[src/rtl/mem_arb_pkg.sv]
// Shared types and constants for the fetch/data memory port arbiter.
package mem_arb_pkg;

  // Data grants allowed in a row while a fetch is waiting.
  localparam int D_BURST_MAX_DEF = 4;

  typedef enum logic [3:0] {
    LB  = 4'd0,
    LH  = 4'd1,
    LW  = 4'd2,
    LBU = 4'd3,
    LHU = 4'd4,
    SB  = 4'd5,
    SH  = 4'd6,
    SW  = 4'd7
  } mem_ctrl_e;

  typedef enum logic [2:0] {
    IDLE   = 3'd0,
    BUSY_I = 3'd1,
    BUSY_D = 3'd2,
    RESP_I = 3'd3,
    RESP_D = 3'd4,
    ERR_D  = 3'd5
  } arb_state_e;

  function automatic logic is_store(input logic [3:0] ctrl);
    return (ctrl == SB) || (ctrl == SH) || (ctrl == SW);
  endfunction

endpackage

[src/rtl/mem_lane_align.sv]
// Byte-lane steering: store byte enables and data replication, alignment
// check, and load byte/half selection with sign or zero extension.
module mem_lane_align
  import mem_arb_pkg::*;
(
  input  logic [3:0]  i_ctrl,
  input  logic [1:0]  i_addr_lo,
  input  logic [31:0] i_wdata,
  input  logic [31:0] i_rword,
  output logic [3:0]  o_be,
  output logic [31:0] o_wdata,
  output logic        o_misalign,
  output logic [31:0] o_rdata
);

  logic [7:0]  w_byte;
  logic [15:0] w_half;

  assign w_byte = i_rword[{i_addr_lo, 3'b000} +: 8];
  assign w_half = i_addr_lo[1] ? i_rword[31:16] : i_rword[15:0];

  // Decode access type into lanes, alignment status and extended load value.
  always_comb begin
    o_be       = 4'hF;
    o_wdata    = i_wdata;
    o_misalign = 1'b0;
    o_rdata    = 32'd0;
    case (i_ctrl)
      LB:  o_rdata = {{24{w_byte[7]}}, w_byte};
      LH: begin
        o_misalign = i_addr_lo[0];
        o_rdata    = {{16{w_half[15]}}, w_half};
      end
      LW: begin
        o_misalign = |i_addr_lo;
        o_rdata    = i_rword;
      end
      LBU: o_rdata = {24'd0, w_byte};
      LHU: begin
        o_misalign = i_addr_lo[0];
        o_rdata    = {16'd0, w_half};
      end
      SB: begin
        o_be    = 4'b0001 << i_addr_lo;
        o_wdata = {4{i_wdata[7:0]}};
      end
      SH: begin
        o_misalign = i_addr_lo[0];
        o_be       = 4'b0011 << {i_addr_lo[1], 1'b0};
        o_wdata    = {2{i_wdata[15:0]}};
      end
      SW:      o_misalign = |i_addr_lo;
      default: o_misalign = 1'b1;
    endcase
  end

endmodule

[src/rtl/mem_port_arbiter.sv]
// Arbitrates one single-port memory between instruction fetch and data
// load/store. Each access runs grant -> memory wait -> one-cycle response.
module mem_port_arbiter
  import mem_arb_pkg::*;
#(
  parameter int D_BURST_MAX = D_BURST_MAX_DEF,
  parameter int AW          = 32
) (
  input  logic          clk,
  input  logic          rst,
  input  logic          if_req,
  input  logic [AW-1:0] if_addr,
  output logic [31:0]   if_rdata,
  output logic          if_valid,
  input  logic          d_req,
  input  logic [AW-1:0] d_addr,
  input  logic [31:0]   d_wdata,
  input  logic [3:0]    d_mem_ctrl,
  output logic [31:0]   d_rdata,
  output logic          d_valid,
  output logic          d_err,
  output logic          m_req,
  output logic          m_we,
  output logic [AW-1:0] m_addr,
  output logic [3:0]    m_be,
  output logic [31:0]   m_wdata,
  input  logic [31:0]   m_rdata,
  input  logic          m_ready
);

  localparam int CW = $clog2(D_BURST_MAX + 1);

  arb_state_e    r_state, w_next;
  logic [CW-1:0] r_burst;
  logic [AW-1:0] r_addr;
  logic [31:0]   r_wdata, r_rword;
  logic [3:0]    r_be, r_ctrl;
  logic          r_we;

  logic          w_fetch_first, w_grant_d, w_grant_i, w_busy, w_misalign;
  logic [3:0]    w_ctrl, w_be;
  logic [1:0]    w_addr_lo;
  logic [31:0]   w_wdata, w_ext;

  // Fetch overrides data only once the data burst limit is reached.
  assign w_fetch_first = if_req && (r_burst == CW'(D_BURST_MAX));
  assign w_grant_d     = (r_state == IDLE) && d_req && !w_fetch_first;
  assign w_grant_i     = (r_state == IDLE) && if_req && !w_grant_d;
  assign w_busy        = (r_state == BUSY_I) || (r_state == BUSY_D);

  // Lane logic sees the live request at grant time, the held one afterwards.
  assign w_ctrl    = (r_state == IDLE) ? d_mem_ctrl  : r_ctrl;
  assign w_addr_lo = (r_state == IDLE) ? d_addr[1:0] : r_addr[1:0];

  mem_lane_align u_align (
    .i_ctrl     (w_ctrl),
    .i_addr_lo  (w_addr_lo),
    .i_wdata    (d_wdata),
    .i_rword    (r_rword),
    .o_be       (w_be),
    .o_wdata    (w_wdata),
    .o_misalign (w_misalign),
    .o_rdata    (w_ext)
  );

  // State register; reset abandons any in-flight access.
  always_ff @(posedge clk or posedge rst) begin
    if (rst) r_state <= IDLE;
    else     r_state <= w_next;
  end

  // Next-state: grant from IDLE, wait for m_ready in BUSY, single response cycle.
  always_comb begin
    w_next = r_state;
    case (r_state)
      IDLE: begin
        if (w_grant_d)      w_next = w_misalign ? ERR_D : BUSY_D;
        else if (w_grant_i) w_next = BUSY_I;
      end
      BUSY_I:  if (m_ready) w_next = RESP_I;
      BUSY_D:  if (m_ready) w_next = RESP_D;
      default: w_next = IDLE;
    endcase
  end

  // Outputs decoded from state; response data comes from the captured word.
  always_comb begin
    m_req    = w_busy;
    if_valid = (r_state == RESP_I);
    d_valid  = (r_state == RESP_D) || (r_state == ERR_D);
    d_err    = (r_state == ERR_D);
    if_rdata = (r_state == RESP_I) ? r_rword : 32'd0;
    d_rdata  = (r_state == RESP_D) ? w_ext   : 32'd0;
  end

  assign m_addr  = {r_addr[AW-1:2], 2'b00};
  assign m_be    = r_be;
  assign m_we    = r_we;
  assign m_wdata = r_wdata;

  // Burst counter: counts data grants while a fetch waits, saturating.
  always_ff @(posedge clk or posedge rst) begin
    if (rst)                    r_burst <= '0;
    else if (w_grant_i)         r_burst <= '0;
    else if (w_grant_d) begin
      if (!if_req)              r_burst <= '0;
      else if (r_burst != CW'(D_BURST_MAX)) r_burst <= r_burst + CW'(1);
    end
  end

  // Access registers latched at grant and held; read word latched on m_ready.
  always_ff @(posedge clk or posedge rst) begin
    if (rst) begin
      r_addr  <= '0;
      r_wdata <= '0;
      r_be    <= '0;
      r_we    <= 1'b0;
      r_ctrl  <= '0;
      r_rword <= '0;
    end else begin
      if (w_grant_d) begin
        r_addr  <= d_addr;
        r_wdata <= w_wdata;
        r_be    <= w_be;
        r_we    <= is_store(d_mem_ctrl);
        r_ctrl  <= d_mem_ctrl;
      end else if (w_grant_i) begin
        r_addr  <= if_addr;
        r_wdata <= 32'd0;
        r_be    <= 4'hF;
        r_we    <= 1'b0;
        r_ctrl  <= LW;
      end
      if (w_busy && m_ready) r_rword <= m_rdata;
    end
  end

endmodule

[config.mk]
export PLATFORM = sky130hd
export DESIGN_NAME = mem_port_arbiter
export DESIGN_NICKNAME = d
export VERILOG_FILES = /design/src/rtl/mem_arb_pkg.sv /design/src/rtl/mem_lane_align.sv /design/src/rtl/mem_port_arbiter.sv
export SDC_FILE = /design/constraint.sdc
export NUM_CORES = 1
export LEC_CHECK = 0
export BUFFER_PORTS_ARGS = -buffer_cell sky130_fd_sc_hd__buf_2
export CELL_PAD_IN_SITES_DETAIL_PLACEMENT = 1
export CELL_PAD_IN_SITES_GLOBAL_PLACEMENT = 1
export CORE_UTILIZATION = 30
export CTS_CLUSTER_DIAMETER = 30
export CTS_CLUSTER_SIZE = 25
export DETAILED_ROUTE_END_ITERATION = 7
export GPL_ROUTABILITY_DRIVEN = 0
export HOLD_SLACK_MARGIN = 0.03
export PLACE_DENSITY = 0.73
export REMOVE_ABC_BUFFERS = 1
export SYNTH_ARGS = -nofsm -noshare
export SYNTH_HDL_FRONTEND = slang
export SYNTH_HIERARCHICAL = 1
export SYNTH_SLANG_ARGS = --single-unit
[constraint.sdc]
create_clock -name clk -period 8.77 [get_ports clk]
set_input_delay 0.877 -clock clk [delete_from_list [all_inputs] [get_ports clk]]
set_output_delay 0.877 -clock clk [all_outputs]
set_load 0.05 [all_outputs]
==> results of run 1 <==
cells by family (layout without fill, tap and decap cells):
group | count (synthesis) | after routing | synth area share, %
compound gates | 222 | 222 | 21.7
simple gates | 210 | 210 | 17.4
buf+inv | 122 | 315 | 10.2
flops | 111 | 111 | 40.5
mux | 57 | 57 | 9.34
xor+xnor | 4 | 4 | 0.511
fa+ha+maj | 2 | 2 | 0.365
other cells | 1 | 4 | 0.0547
per-stage QoR:
step                      hold WS [ns]  setup slack (ns)
after floorplan                  0.469              3.94
after global placement           0.469              4.29
after detailed placement         0.486              4.14
after CTS                        0.506              3.75
after global routing             0.513              3.53
final                            0.499              3.82
area by class of cell:
type | count | area [µm²] | share of cell area [%]
sequential | 111 | 2780 | 33.4
inverter | 17 | 66.3 | 0.798
clock buffer | 11 | 233 | 2.80
timing repair buffer | 282 | 1440 | 17.3
antenna | 2 | 5.00 | 0.0602
multi-input combinational | 497 | 3410 | 41.0
tap | 280 | 350 | 4.22
clock inverter | 5 | 33.8 | 0.407
cells in the final DEF, fill, tap and decap left out, types with 10 or more instances in the layout:
master and count:
buf_2 271, dfrtp_1 111, and2_1 69, a21oi_1 47, nand2_1 46, mux2_2 46, o21ai_0 43, a31oi_1 41
nand3_1 35, a22o_1 35, nor2_1 20, inv_1 16, a221o_1 15, buf_4 11, nand2b_1 11, mux2i_1 10
o22ai_1 10
cell usage after synthesis, drive strengths merged (2+ instances only):
cell type	number
a221o	15
xnor2	2
a2111oi	2
nor2	21
o22a	5
clkbuf	37
nor4	2
a21oi	48
a211o	2
nand3	35
xor2	2
nor3b	4
or2	2
and2b	2
nor4b	2
a31oi	41
and2	70
mux2	46
mux2i	10
o22ai	10
inv	17
a22o	35
nand2	46
and3	2
o31ai	9
or3	2
o21ai	47
nand2b	12
nor3	4
buf	68
ha	2
nor2b	2
a211oi	3
dfrtp	111
flip-flops by register name (all words and copies together), names as in the netlist:
signal and count:
r_ctrl 4, r_rword 32, r_addr 32, m_wdata 32, r_state 3, r_burst 3
m_be 4, m_we 1
path summary, 6_finish.rpt:
| path | to | depth (start not counted) | slack (ns) |
|---|---|---|---|
| max | d_rdata[21] | 8 | 3.82 |
| min | m_wdata[27] | 1 | 0.50 |
| max reg2reg | m_wdata[14] | 6 | 5.49 |
| min reg2reg | m_wdata[27] | 1 | 0.50 |
| max in group asynchronous | m_wdata[11] | 3 | 6.87 |
| min in group asynchronous | r_addr[5] | 2 | 0.65 |
routing by layer:
layer	global-route usage, %	share of wire, %	wire length [µm]	vias to the layer above
met5	0	0	0	-
li1	-	-	-	2960
met4	4.09	0.82	195	0
met1	26.4	43	10100	3137
met2	34.3	50	11700	225
met3	4.82	7.1	1680	12
power breakdown:
group	total, mW	leakage, nW	internal [mW]	switching, mW
sequential	0.955	1.32	0.754	0.201
clock	0.393	0.126	0.194	0.199
combinational	2.40	2.55	0.762	1.64
==> results.json, run 1 <==
{
  "status": "complete, no violations",
  "crit_family": "multiplexers",
  "drt_iter0_drc": 431,
  "start_util_pct": 31.1,
  "cts.sinks": 111,
  "row_count": 54,
  "grt_usage_pct": 20.3,
  "crit_start": "r_state[2]",
  "regToRegStartpoint": "r_state[2]",
  "nNetsFinal": 1057,
  "die-area_mm2": 0.0235,
  "grt_pass1_wl_mm": 37.6,
  "synth.avg_cell_area_um2": 9.41,
  "worstSkewPairLatency_ns": 0.35,
  "placed_area_mm2": 0.00804,
  "cts_resized": 0,
  "critPathLaunchType": "flip-flop",
  "drt-total-wl_mm": 23.7,
  "synthTopCellsByArea": "dfrtp_1 40%, mux2_2 7.6%, and2_1 6.2%",
  "stdcell_area_mm2": 0.00831,
  "crit_buf_inv": 2,
  "worst_ep_required_time_ns": 7.89,
  "synthArstFlopShare_pct": 100,
  "cts_root_buf": "clkbuf_16",
  "synth_cell_types": 58,
  "htreeDepth": 3,
  "numCtsBuffers": 9,
  "hpwlAfterDp_mm": 16.5,
  "antenna_left": 0,
  "grt_pass1_vias": 6412,
  "die_w_um": 153,
  "cp-end-kind": "output port",
  "finalHoldViolCount": 0,
  "drt_first_pass_iters": 4,
  "synth_top_area_share_pct": 40.5,
  "synth_warnings": 6,
  "wl_per_cell_um": 19.6,
  "clkSlewWorstSetupHoldPaths_ns": 0.07,
  "fin_tns_setup_ns": 0,
  "ios": 274,
  "cpMaxStageDelayCell": "o21ai_2",
  "total_power_mw": 3.75,
  "crit_fanout": 37,
  "synth-seq-cells": 111,
  "drc_errors": 0,
  "clock_path_buffers": 2,
  "min_from": "m_wdata[27]",
  "cts_hold_buf": 0,
  "synth_top_flop_cell": "dfrtp_1",
  "crit_path_max_incr_delay_ns": 0.64,
  "stdcell_count": 1205,
  "synth_enable_flop_cells": 0,
  "clock.fmax_ghz": 0.202,
  "cts_tree": "yes",
  "tightest_slew_ns": 1.17,
  "grt_start_max_net_pins": 59,
  "ir_worst_vdd_mv": 0.152,
  "slew_viol_final": 0,
  "max_cap_viol_count": 0,
  "io_buffers": 271,
  "rsz0062_at_grt": "false",
  "skew_ns": 0.00751,
  "yosys.area.top_type": "dfrtp_1",
  "synthToLayoutAreaGrowth_pct": 21.1,
  "die_h_um": 153,
  "ys_seq_area_share_pct": 40.5,
  "crit_path_cell_trace": "nor3_4, buf_4, mux2_2, mux4_2, o21ai_2, nand2_1, and2_1, buf_2",
  "overflow": 0,
  "cts_setup_buffers": 0,
  "fillers": 2645,
  "critical_path_class": "reg2out",
  "coreArea_mm2": 0.0221,
  "finalCoreUtilization_pct": 37.6,
  "relSlewSlack_pct": 22.2,
  "antenna_found_initial": 2,
  "setup_viol": 0,
  "cellPowerDensity_mw_per_mm2": 451,
  "timing.final.crit_share_pct": 56.5,
  "synthCells": 729,
  "period_needed_ns": 4.95,
  "hold_class": "reg2reg",
  "via_per_inst": 5.26,
  "post-place-cells": 1187,
  "drive_gt1_share_pct": 39.1,
  "via_count": 6334,
  "cp.arrival_ns": 4.07,
  "total_leakage_power_nw": 3.99,
  "syn_area_mm2": 0.00686
}
Note: power is estimated with default switching activity, not from simulation.
==> inputs of run 2 (changes only) <==
--- a/config.mk
+++ b/config.mk
@@ -5,6 +5,7 @@
 export SDC_FILE = /design/constraint.sdc
 export NUM_CORES = 1
 export LEC_CHECK = 0
+export ABC_AREA = 1
 export BUFFER_PORTS_ARGS = -buffer_cell sky130_fd_sc_hd__buf_2
 export CELL_PAD_IN_SITES_DETAIL_PLACEMENT = 1
 export CELL_PAD_IN_SITES_GLOBAL_PLACEMENT = 1
@@ -14,7 +15,7 @@
 export DETAILED_ROUTE_END_ITERATION = 7
 export GPL_ROUTABILITY_DRIVEN = 0
 export HOLD_SLACK_MARGIN = 0.03
-export PLACE_DENSITY = 0.73
+export PLACE_DENSITY = 0.8
 export REMOVE_ABC_BUFFERS = 1
 export SYNTH_ARGS = -nofsm -noshare
 export SYNTH_HDL_FRONTEND = slang
==> constraint.sdc (replaced) <==
create_clock -name clk -period 4.2 [get_ports clk]
set_input_delay 0.42 -clock clk [delete_from_list [all_inputs] [get_ports clk]]
set_output_delay 0.42 -clock clk [all_outputs]
set_load 0.05 [all_outputs]
==> run 2 against run 1 <==
  * Cell area rose by 5.1%
  * Via count is 17% higher
  * First-iteration DRC count decreased by 32%
  * Final cell count is 36% higher
  * Global-route usage about the same
  * Clock skew increased by 0.0098 ns
  * Synthesized cell count up 52%
  * Count of clock-buffer cells in the layout shrank 1
==> results.json, run 2 <==
{
  "hpwlAfterDp_mm": 18.0,
  "pwr-share-comb_pct": 65.3,
  "yosysMostFrequentCell": "nand2_1",
  "p_switching_mw": 4.70,
  "antenna_found_initial": 2,
  "syn_area_mm2": 0.00727,
  "finalHoldViolCount": 0,
  "drt_iter0_drc": 294,
  "ios": 274,
  "cts_resized": 0,
  "ys_seq_area_share_pct": 38.2,
  "wl_per_cell_um": 14.9,
  "cts_setup_buffers": 0,
  "cts_tree": "yes",
  "crit_path_cell_trace": "nor2_4, nand2_2, inv_2, nand2_1, nand2_1, inv_2, nor2_4, a21oi_1, nand2_1, nand2_2, nand3_1, inv_1, nor2_1, buf_2",
  "max_cap_viol_count": 0,
  "crit_path_max_incr_delay_ns": 0.45,
  "clkSlewWorstSetupHoldPaths_ns": 0.08,
  "clock.fmax_ghz": 0.270,
  "htreeDepth": 3,
  "critPathLaunchType": "flip-flop",
  "worstSkewPairLatency_ns": 0.36,
  "drive_gt1_share_pct": 26.2,
  "critical_path_class": "reg2out",
  "synth_top_area_share_pct": 38.2,
  "rrSetupSlack_ns": 1.26,
  "cpMaxStageDelayCell": "dfrtp_1",
  "die-area_mm2": 0.0249,
  "cp-end-kind": "output port",
  "crit_family": "simple AND/OR/NAND/NOR gates",
  "crit_end": "d_rdata[7]",
  "numCtsBuffers": 9,
  "cts_hold_buf": 0,
  "cpMostUsedCell": "nand2_1",
  "status": "complete, no violations",
  "clock_path_buffers": 2,
  "drt_first_pass_iters": 4,
  "period_needed_ns": 3.71,
  "timing.rr.end": "m_wdata[20]",
  "ir_worst_vdd_mv": 0.342,
  "die_h_um": 158,
  "synthTopCellsByArea": "dfrtp_1 38%, nand2_1 22%, inv_1 8.6%",
  "cts.sinks": 111,
  "regToRegStartpoint": "r_state[1]",
  "p_seq_share_pct": 23.9,
  "grt_pass1_vias": 7667,
  "start_util_pct": 30.8,
  "stdcell_count": 1637,
  "drt-total-wl_mm": 24.4,
  "synthTopCellsByCount": "417 x nand2_1, 166 x inv_1, 123 x nor2_1",
  "drc_errors": 0,
  "placed_area_mm2": 0.00845,
  "clkPwrFrac_pct": 10.9,
  "grt_start_max_net_pins": 72,
  "grt_usage_pct": 20.3,
  "crit_buf_inv": 4,
  "io_buffers": 271,
  "timing.final.crit_share_pct": 88.3,
  "synthArstFlopShare_pct": 100,
  "synth_cell_types": 31,
  "synthCells": 1110,
  "place_ws_ns": 0.817,
  "hold_class": "in2async",
  "worst_ep_required_time_ns": 3.78,
  "worst_slack_ns": 0.491,
  "yosys.area.top_type": "dfrtp_1",
  "synth-seq-cells": 111,
  "setup_viol": 0,
  "synth_enable_flop_cells": 0,
  "synth_top_flop_cell": "dfrtp_1",
  "coreArea_mm2": 0.0236,
  "cell_internal_pwr_mw": 3.24,
  "antenna_left": 0,
  "post-place-cells": 1618,
  "tightest_slew_ns": 1.15,
  "fillers": 3185,
  "slew_viol_final": 0,
  "rr_worst_depth": 11,
  "cp_num_cells": 14,
  "synthToLayoutAreaGrowth_pct": 20.2,
  "crit_fanout": 25,
  "nNetsFinal": 1449,
  "synth.avg_cell_area_um2": 6.55,
  "fin_tns_setup_ns": 0,
  "cp.arrival_ns": 3.29,
  "via_per_inst": 4.53,
  "rsz0062_at_grt": "false",
  "skew_ns": 0.0173,
  "total_leakage_power_nw": 5.38,
  "crit_start": "r_state[1]",
  "most-common-layout-cells": "417 x nand2_1, 271 x buf_2, 165 x inv_1, 123 x nor2_1, 111 x dfrtp_1",
  "overflow": 0,
  "via_count": 7417,
  "swShare_pct": 59.2,
  "die_w_um": 158,
  "synth_warnings": 6,
  "cts_root_buf": "clkbuf_16",
  "grt_pass1_wl_mm": 39.2,
  "cellPowerDensity_mw_per_mm2": 908,
  "row_count": 56,
  "stdcell_area_mm2": 0.00874,
  "relSlewSlack_pct": 23.1,
  "final_common_cell": "nand2_1"
}
[run 2: changes by cell type after synthesis, sizes merged, moves of 28 or more]
| cell | before | now |
|---|---|---|
| nand2 | 46 | 426 |
| clkbuf | 37 | 9 |
| mux2 | 46 | 0 |
| nor2 | 21 | 134 |
| inv | 17 | 175 |
| a31oi | 41 | 1 |
| a22o | 35 | 0 |
| and2 | 70 | 0 |
[run 2: cell families (layout without fill, tap and decap cells)]
family	count (synthesis)	count (layout)	share of synthesized area (%)
AOI/OAI and AO/OA	104	104	8.28
adders and majority gates	2	2	0.344
buffers and inverters	264	468	17.6
DFF	111	111	38.2
other	1	5	0.0516
and+or+nand+nor	628	628	35.5
[run 2: per-layer routing]
layer / wire [µm] / share of wire, % / track usage (%)
met1: 10100 / 41 / 23.1
met2: 12300 / 50 / 36.7
met3: 1730 / 7.1 / 5.91
met4: 337 / 1.4 / 5.27
met5: 0 / 0 / 0
[run 2: how the worst min path moves through the flow]
stage	startpoint	cells after the start	slack, ns	to
final	rst	2	0.22	r_addr[20]
after global routing	d_wdata[5]	3	0.27	m_wdata[5]
after CTS	rst	2	0.25	r_addr[23]
after detailed placement	m_wdata[28]	2	0.45	m_wdata[28]
after global placement	m_wdata[28]	2	0.45	m_wdata[28]
after floorplan	r_ctrl[2]	2	0.44	r_ctrl[2]
[run 2: layout make-up]
type / instances / area, µm² / share of cell area (%)
Multi-Input combinational cell: 736 / 3210 / 36.8
Clock buffer: 10 / 229 / 2.62
Clock inverter: 6 / 51.3 / 0.587
Antenna cell: 3 / 7.51 / 0.0859
Timing Repair Buffer: 277 / 1400 / 16.0
Tap cell: 319 / 399 / 4.57
Inverter: 175 / 659 / 7.55
Sequential cell: 111 / 2780 / 31.8
[run 2: worst reg2reg max path, cell delays in order, from the launching register on]
cell and delay [ns]:
dfrtp_1 0.45, nor2_4 0.19, nand2_2 0.16, o21ai_0 0.70, inv_1 0.17, nand2_2 0.19, nor2_4 0.07, inv_2 0.51
nand2_1 0.15, o21ai_2 0.09, nand2_1 0.09, nand2_1 0.11
[run 2: per-stage QoR]
step,total power [mW],util (%),hold WS [ns]
after detailed placement,7.12,35.8,0.453
after CTS,8.03,37.0,0.254
final,7.93,37.0,0.222
after global placement,6.99,35.8,0.449
after floorplan,5.68,-,0.442
after global routing,8.63,37.0,0.266
[run 2: power groups by stage]
stage / Combinational [mW] / Sequential [mW] / Clock [mW]
after floorplan: 2.92 / 2.76 / 0
after global placement: 5.10 / 1.89 / 0
after detailed placement: 5.22 / 1.90 / 0
after CTS: 5.24 / 1.89 / 0.900
after global routing: 5.73 / 1.96 / 0.939
final: 5.18 / 1.89 / 0.864
==> inputs of run 3 (changes only) <==
--- a/config.mk
+++ b/config.mk
@@ -16,6 +16,7 @@
 export GPL_ROUTABILITY_DRIVEN = 0
 export HOLD_SLACK_MARGIN = 0.03
 export PLACE_DENSITY = 0.8
+export RECOVER_POWER = 50
 export REMOVE_ABC_BUFFERS = 1
 export SYNTH_ARGS = -nofsm -noshare
 export SYNTH_HDL_FRONTEND = slang
==> run 3 against run 2 <==
  * Via count is essentially flat
  * The flow now finishes with violations (max-capacitance violations, max-slew violations)
  * Die area unchanged
  * Non-clock buffer count stayed put
  * Sequential power barely moved
  * Sequential share of layout area is 0.34 points higher
  * Hold slack gained 0.054 ns
  * Combinational power is 2% lower
  * Register-to-register slack about the same
  * Highest routed layer unchanged
  * Critical endpoint unchanged
  * Largest cell class unchanged
==> results.json, run 3 (synthesized netlist as in run 2, its figures left out) <==
{
  "antenna_left": 0,
  "violations": "max-capacitance violations, max-slew violations",
  "overflow": 0,
  "rsz0062_at_grt": "false",
  "row_count": 56,
  "total_leakage_power_nw": 5.15,
  "critPathLaunchType": "flip-flop",
  "cts_root_buf": "clkbuf_16",
  "htreeDepth": 3,
  "cellPowerDensity_mw_per_mm2": 910,
  "worst_ep_required_time_ns": 3.78,
  "ios": 274,
  "cts_resized": 0,
  "p_seq_share_pct": 24.2,
  "die-area_mm2": 0.0249,
  "clkSlewWorstSetupHoldPaths_ns": 0.08,
  "crit_fanout": 25,
  "drc_errors": 0,
  "skew_ns": 0.0170,
  "hold_ws_ns": 0.276,
  "cts_tree": "yes",
  "numCtsBuffers": 9,
  "drt_iter0_drc": 290,
  "nNetsFinal": 1449,
  "cts.sinks": 111,
  "via_count": 7418,
  "fin_tns_setup_ns": 0,
  "stdcell_count": 1637,
  "max_cap_viol_count": 1,
  "via_per_inst": 4.53,
  "swShare_pct": 59.8,
  "cts_setup_buffers": 0,
  "grt_usage_pct": 20.3,
  "timing.rr.end": "m_wdata[20]",
  "finalHoldViolCount": 0,
  "worst_slack_ns": 0.461,
  "coreArea_mm2": 0.0236,
  "drt_first_pass_iters": 7,
  "clkPwrFrac_pct": 11.0,
  "die_w_um": 158,
  "cpMaxStageDelayCell": "dfrtp_1",
  "io_buffers": 271,
  "start_util_pct": 30.8,
  "period_needed_ns": 3.74,
  "cpMostUsedCell": "nand2_1",
  "crit_end": "d_rdata[7]",
  "place_ws_ns": 0.817,
  "relSlewSlack_pct": -93.5,
  "critical_path_class": "reg2out",
  "placed_area_mm2": 0.00845,
  "crit_path_cell_trace": "nor2_4, nand2_2, inv_2, nand2_1, nand2_1, inv_2, nor2_4, a21oi_1, nand2_1, nand2_2, nand3_1, inv_1, nor2_1, buf_2",
  "drt-total-wl_mm": 24.4,
  "drive_gt1_share_pct": 21.0,
  "antenna_found_initial": 2,
  "ir_worst_vdd_mv": 0.340,
  "hold_class": "in2reg",
  "stdcell_area_mm2": 0.00865,
  "post-place-cells": 1618,
  "p_switching_mw": 4.71,
  "regToRegStartpoint": "r_state[1]",
  "crit_start": "r_state[1]",
  "cts_hold_buf": 0,
  "pwr-share-comb_pct": 64.9,
  "most-common-layout-cells": "417 x nand2_1, 204 x buf_2, 165 x inv_1, 123 x nor2_1, 111 x dfrtp_1",
  "setup_viol": 0,
  "rrSetupSlack_ns": 1.26,
  "grt_pass1_vias": 7667,
  "finalCoreUtilization_pct": 36.6,
  "hpwlAfterDp_mm": 18.0,
  "tightest_slew_ns": 2.89,
  "synthToLayoutAreaGrowth_pct": 19.0,
  "slew_viol_final": 62,
  "status": "finished, violations left",
  "cp-end-kind": "output port",
  "total_power_mw": 7.87,
  "timing.final.crit_share_pct": 89.0,
  "grt_pass1_wl_mm": 39.2,
  "cell_internal_pwr_mw": 3.16,
  "grt_start_max_net_pins": 72,
  "wl_per_cell_um": 14.9,
  "final_common_cell": "nand2_1",
  "clock_path_buffers": 2,
  "rr_worst_depth": 11,
  "die_h_um": 158,
  "clock.fmax_ghz": 0.267,
  "crit_path_max_incr_delay_ns": 0.45,
  "worstSkewPairLatency_ns": 0.37,
  "cp.arrival_ns": 3.32
}
run 3: cell count changes in the layout (fill, tap and decap cells not counted):
cell / delta
buf_4: -2
buf_2: -67
inv_4: -1
clkbuf_1: +68
clkinvlp_2: +1
clkbuf_2: +1
run 3: power groups by stage:
stage / Sequential, mW / Combinational [mW] / Clock, mW
after floorplan: 2.76 / 2.92 / 0
after global placement: 1.89 / 5.10 / 0
after detailed placement: 1.90 / 5.22 / 0
after CTS: 1.89 / 5.24 / 0.900
after global routing: 1.96 / 5.65 / 0.939
final: 1.90 / 5.10 / 0.865
run 3: worst min path at each step:
stage	from	to	slack, ns	cells past startpoint
after floorplan	r_ctrl[2]	r_ctrl[2]	0.44	2
after global placement	m_wdata[28]	m_wdata[28]	0.45	2
after detailed placement	m_wdata[28]	m_wdata[28]	0.45	2
after CTS	rst	r_addr[23]	0.25	2
after global routing	d_wdata[5]	m_wdata[5]	0.27	3
final	d_wdata[0]	m_wdata[0]	0.28	3
run 3: area by class of cell:
cell class	instances	area [µm²]
diodes	3	7.51
well taps	319	399
repair buffers	277	1310
clock buffers	10	229
flip-flops and latches	111	2780
clock inverters	6	51.3
inverters	175	658
multi-input cells	736	3210
fillers	3221	15000
run 3: per-layer routing:
metal | track usage [%] | up-vias | wire length [µm]
met5 | 0 | - | 0
met3 | 5.91 | 19 | 1650
met1 | 23.1 | 3527 | 10100
met2 | 36.7 | 191 | 12300
met4 | 5.27 | 0 | 323
li1 | - | 3681 | -
run 3: worst max-delay path: cells and delay by family (launching register included):
kind            cells  cell delay [ns]
compound gates      1             0.08
flops               1             0.45
simple gates        9             1.64
buf+inv             4             0.76
